### src/rtl/seq_pkg.sv
// Shared encodings and constants for the multi-cycle RISC-V control sequencer.
package seq_pkg;

  typedef enum logic [2:0] {
    S_RESET  = 3'd0,
    S_FETCH  = 3'd1,
    S_DECODE = 3'd2,
    S_EXEC   = 3'd3,
    S_MEM    = 3'd4,
    S_WB     = 3'd5,
    S_FAULT  = 3'd6
  } state_t;

  localparam logic [1:0] RESULT_SRC_LOAD = 2'b01;
  localparam int         TIMEOUT_DEFAULT = 255;
  localparam int         WAIT_W          = 16;

endpackage

### src/rtl/mem_watchdog.sv
// Memory wait counter: counts stalled request cycles and flags the cycle that
// would reach the timeout limit, unless the memory completes in that cycle.
module mem_watchdog
  import seq_pkg::*;
#(
  parameter int TIMEOUT = TIMEOUT_DEFAULT
) (
  input  logic clk,
  input  logic rst,
  input  logic clear,
  input  logic busy,
  input  logic ready,
  output logic expired
);

  localparam logic [WAIT_W-1:0] LAST_WAIT = WAIT_W'(TIMEOUT - 1);

  logic [WAIT_W-1:0] wait_cnt;
  logic              stalled;

  assign stalled = busy && !ready;

  always_ff @(posedge clk) begin
    if (rst || clear) begin
      wait_cnt <= '0;
    end else if (stalled && (wait_cnt != '1)) begin
      wait_cnt <= wait_cnt + WAIT_W'(1);
    end
  end

  // ready in the final cycle suppresses the timeout
  assign expired = stalled && (wait_cnt == LAST_WAIT);

endmodule

### src/rtl/multicycle_sequencer.sv
// Multi-cycle FETCH/DECODE/EXEC/MEM/WB control FSM with a shared memory port,
// retired-instruction counter and sticky fault state.
module multicycle_sequencer
  import seq_pkg::*;
#(
  parameter int TIMEOUT = TIMEOUT_DEFAULT,
  parameter int CNT_W   = 32
) (
  input  logic             clk,
  input  logic             rst,
  input  logic             dec_reg_write,
  input  logic             dec_mem_write,
  input  logic [1:0]       dec_result_src,
  input  logic             dec_valid_op,
  input  logic             mem_ready,
  output logic             mem_req,
  output logic             mem_we,
  output logic             mem_addr_sel,
  output logic             ir_we,
  output logic             mdr_we,
  output logic             rf_we,
  output logic             pc_we,
  output logic [2:0]       state,
  output logic [CNT_W-1:0] instret,
  output logic             fault
);

  state_t state_q;
  state_t state_d;
  logic   is_load;
  logic   wd_clear;
  logic   wd_expired;

  assign is_load = (dec_result_src == RESULT_SRC_LOAD);
  assign state   = state_q;

  // Counter restarts whenever a new memory phase begins.
  assign wd_clear = (state_d != state_q) &&
                    ((state_d == S_FETCH) || (state_d == S_MEM));

  mem_watchdog #(
    .TIMEOUT (TIMEOUT)
  ) u_watchdog (
    .clk     (clk),
    .rst     (rst),
    .clear   (wd_clear),
    .busy    (mem_req),
    .ready   (mem_ready),
    .expired (wd_expired)
  );

  always_ff @(posedge clk) begin
    if (rst) begin
      state_q <= S_RESET;
    end else begin
      state_q <= state_d;
    end
  end

  always_comb begin
    state_d = state_q;
    case (state_q)
      S_RESET:  state_d = S_FETCH;
      S_FETCH: begin
        if (mem_ready)       state_d = S_DECODE;
        else if (wd_expired) state_d = S_FAULT;
      end
      S_DECODE: state_d = S_EXEC;
      S_EXEC: begin
        if (!dec_valid_op)                 state_d = S_FAULT;
        else if (is_load || dec_mem_write) state_d = S_MEM;
        else                               state_d = S_WB;
      end
      S_MEM: begin
        if (mem_ready)       state_d = is_load ? S_WB : S_FETCH;
        else if (wd_expired) state_d = S_FAULT;
      end
      S_WB:     state_d = S_FETCH;
      S_FAULT:  state_d = S_FAULT;
      default:  state_d = S_FAULT;
    endcase
  end

  always_comb begin
    mem_req      = 1'b0;
    mem_we       = 1'b0;
    mem_addr_sel = 1'b0;
    ir_we        = 1'b0;
    mdr_we       = 1'b0;
    rf_we        = 1'b0;
    pc_we        = 1'b0;
    fault        = 1'b0;
    case (state_q)
      S_FETCH: begin
        mem_req = 1'b1;
        ir_we   = mem_ready;
      end
      S_MEM: begin
        mem_req      = 1'b1;
        mem_addr_sel = 1'b1;
        mem_we       = dec_mem_write;
        mdr_we       = mem_ready && is_load;
        pc_we        = mem_ready && !is_load;
      end
      S_WB: begin
        rf_we = dec_reg_write;
        pc_we = 1'b1;
      end
      S_FAULT:  fault = 1'b1;
      default:  ;
    endcase
  end

  // Every pc_we marks a retired instruction.
  always_ff @(posedge clk) begin
    if (rst) begin
      instret <= '0;
    end else if (pc_we) begin
      instret <= instret + CNT_W'(1);
    end
  end

endmodule

### config.mk
export PLATFORM = sky130hd
export DESIGN_NAME = multicycle_sequencer
export DESIGN_NICKNAME = d
export VERILOG_FILES = /design/src/rtl/seq_pkg.sv /design/src/rtl/mem_watchdog.sv /design/src/rtl/multicycle_sequencer.sv
export SDC_FILE = /design/constraint.sdc
export NUM_CORES = 1
export LEC_CHECK = 0
export CAP_MARGIN = 20
export CORE_UTILIZATION = 56
export CTS_CLUSTER_SIZE = 14
export DETAILED_ROUTE_END_ITERATION = 12
export PLACE_DENSITY = 0.85
export RECOVER_POWER = 25
export SLEW_MARGIN = 40
export SYNTH_ARGS = -nofsm -noshare
export SYNTH_HDL_FRONTEND = slang
export SYNTH_SLANG_ARGS = --single-unit
### constraint.sdc
create_clock -name clk -period 3.95 [get_ports clk]
set_input_delay 0.395 -clock clk [delete_from_list [all_inputs] [get_ports clk]]
set_output_delay 0.395 -clock clk [all_outputs]
set_load 0.03 [all_outputs]
==> impl_metrics.csv <==
group,metric,value,unit
synthesis,yosys_register_bits,51,
synthesis,yosysUniqueCellTypes,47,
drt,via_count,2283,
hold_path,hold_path_class,"flip-flop to flip-flop",
run,cap_viol_max_count,0,
clocking,cts.repair.resized,0,
sta,final.min_clock_period,2830,ps
drt,drc_errors,6,
sta,slew_headroom,54.6,%
setup_path,endpoint_kind,"output pin",
power,p_per_area,327,nW/um2
placement,hpwlAfterDp,3730,um
die,fp.dieArea,4980,um2
placement,post-place-ws,1280,ps
final_layout,nets,363,
die,initial_core_util,59.3,%
sta,skew,3.98,ps
drt,final_antenna_net_count,0,
sta,finalCritPeriodShare,71.5,%
clocking,cts_hold_buffers,0,
sta,worst_slack,1120,ps
drt,routed_wl,5470,um
power,p_leak,1.09,nW
setup_path,worst-setup-path-type,"input pin to output pin",
die,std_cell_rows,24,
synthesis,synth-seq-area-share,38.8,%
clocking,cts_root_buf,"clkbuf_8",
drt,wl_per_cell,13.5,um
setup_path,worst-path-max-fanout,10,
synthesis,synth_top_area_share,38.8,%
drt,vias_per_cell,5.64,
die,io_pins,51,
global_route,grt_use_total,23.3,%
global_route,grt_pass1_wl,9310,um
synthesis,synth-edff-count,0,
final_layout,syn2layout_area_growth,23.8,%
synthesis,yosys.area.top_type,"dfxtp_1",
placement,place.gp.congestion,0.820,
power,finalPower,0.00107,W
final_layout,antennaDiodeCount,0,
sta,max_freq,0.354,GHz
clocking,htreeDepth,2,
setup_path,worstSetupStartpointType,"input pin",
global_route,grt_remaining_overflow,0,
synthesis,syn_inst,307,
sta,holdWs,506,ps
sta,finalSetupViolCount,0,
power,power.ir.vdd_worst,0.000203,V
clocking,post-cts-setup-buffers,0,
clocking,numCtsBuffers,5,
sta,rsz0062_at_grt,"no",
synthesis,syn-cell-area,2630,um2
synthesis,yosys-top-cells-count,"nor2_1, dfxtp_1, xnor2_1, nand2_1",
synthesis,synth_top_cells_by_area,"dfxtp_1, xnor2_1, nor2_1",
synthesis,post-synth-top-count-cell,"nor2_1",
die,core_area,4440,um2
final_layout,nFillCells,358,
placement,io_buffers,50,
clocking,cts_tree,"yes",
global_route,grt_max_degree,37,
sta,worstMarginPinSlew,675,ps
run_status,violations,"design-rule violations",
die,fp.dieW,70.6,um
clocking,clkSinkCount,51,
synthesis,syn-num-nets,318,
drt,drtIter0Drc,153,
global_route,grt_pass1_vias,2067,
synthesis,avgSynthCellArea,8.58,um2
synthesis,ys.flop_type,"dfxtp_1",
drt,drtPass1Iterations,10,
sta,hold_viol,0,
sta,maxSlewViolCount,0,
setup_path,cp.required,3560,ps
synthesis,synth-async-reset-ratio,0,%
placement,dpl.cell_count,397,
clocking,clk_path_buf_depth,2,
final_layout,drive_gt1_share,8.78,%
run_status,run_status,"finished with violations",
final_layout,finalNonFillerCells,405,
clocking,clk_pin_slew,90,ps
sta,tns,0,ps
global_route,antenna_found_initial,0,
setup_path,crit_arrival,2430,ps
die,die_h,70.6,um
synthesis,yosysWarnings,0,
clocking,clock_latency,310,ps
logic make-up (layout without fill, tap and decap cells):
kind of cell	Yosys count	count (layout)	share of synthesized area, %
adder cells (fa/ha/maj)	3	3	1.43
flip-flops	51	51	38.8
AND/OR/NAND/NOR	158	158	34.3
XOR/XNOR	41	41	13.6
buffers and inverters	21	67	4.18
AO/OA/AOI/OAI	33	33	7.74
final timing paths:
check | slack (ps) | start | endpoint | cells past startpoint
min reg2reg | 510 | instret[6] | instret[6] | 2
min | 510 | instret[6] | instret[6] | 2
max | 1120 | mem_ready | pc_we | 4
max reg2reg | 1750 | state[0] | instret[23] | 5
sequential cells by signal (all words and copies together) (netlist names):
register and flops:
instret 32, u_watchdog.wait_cnt 16, state 3
power breakdown:
| part | switching, W | total (W) | internal (W) | leakage (nW) |
|---|---|---|---|---|
| sequential | 0.0000129 | 0.000532 | 0.000520 | 0.411 |
| combinational | 0.0000649 | 0.000109 | 0.0000442 | 0.610 |
| clock | 0.000171 | 0.000425 | 0.000253 | 0.0654 |
| total | 0.000249 | 0.00107 | 0.000817 | 1.09 |
layout by cell type, fill, tap and decap left out, drive strengths merged, types with 9 or more instances in the layout:
master         Yosys  routed
clkdlybuf4s50      0      32
dlygate4sd3        0      18
xnor2             26      26
nand3             15      15
nor2              57      57
dfxtp             51      51
nor4               9       9
nand4              9       9
o21ai             10      10
xor2              15      15
nor3              10      10
a21oi             10      10
nand2             22      22
metrics by stage:
stage / utilization, % / cell area (um2)
6_report: 73.3 / 3260
5_1_grt: 73.3 / 3260
4_1_cts: 73.4 / 3260
3_5_place_dp: 70.4 / 3130
3_3_place_gp: 70.4 / 3130
2_1_floorplan: - / 2630
layer usage:
layer | track usage [%] | wire [um] | vias to the layer above
li1 | - | - | 1147
met1 | 29.8 | 2560 | 1062
met2 | 39.2 | 2550 | 70
met3 | 5.41 | 296 | 4
met4 | 7.56 | 61 | 0
met5 | 0 | 0 | -
critical path: stages:
cell,delay [ps]
dlygate4sd3_1,720
a21oi_1,230
nor2_1,340
clkdlybuf4s50_1,740
final cells by class:
| class | count | area [um2] | area share [%] |
|---|---|---|---|
| inverter | 7 | 26.3 | 0.806 |
| sequential | 51 | 1020 | 31.3 |
| clock inverter | 2 | 60.1 | 1.84 |
| clock buffer | 6 | 72.6 | 2.23 |
| timing repair buffer | 52 | 515 | 15.8 |
| tap | 52 | 65.1 | 2.00 |
| multi-input combinational | 235 | 1500 | 46.0 |
Power figures use the tool's default switching activity.
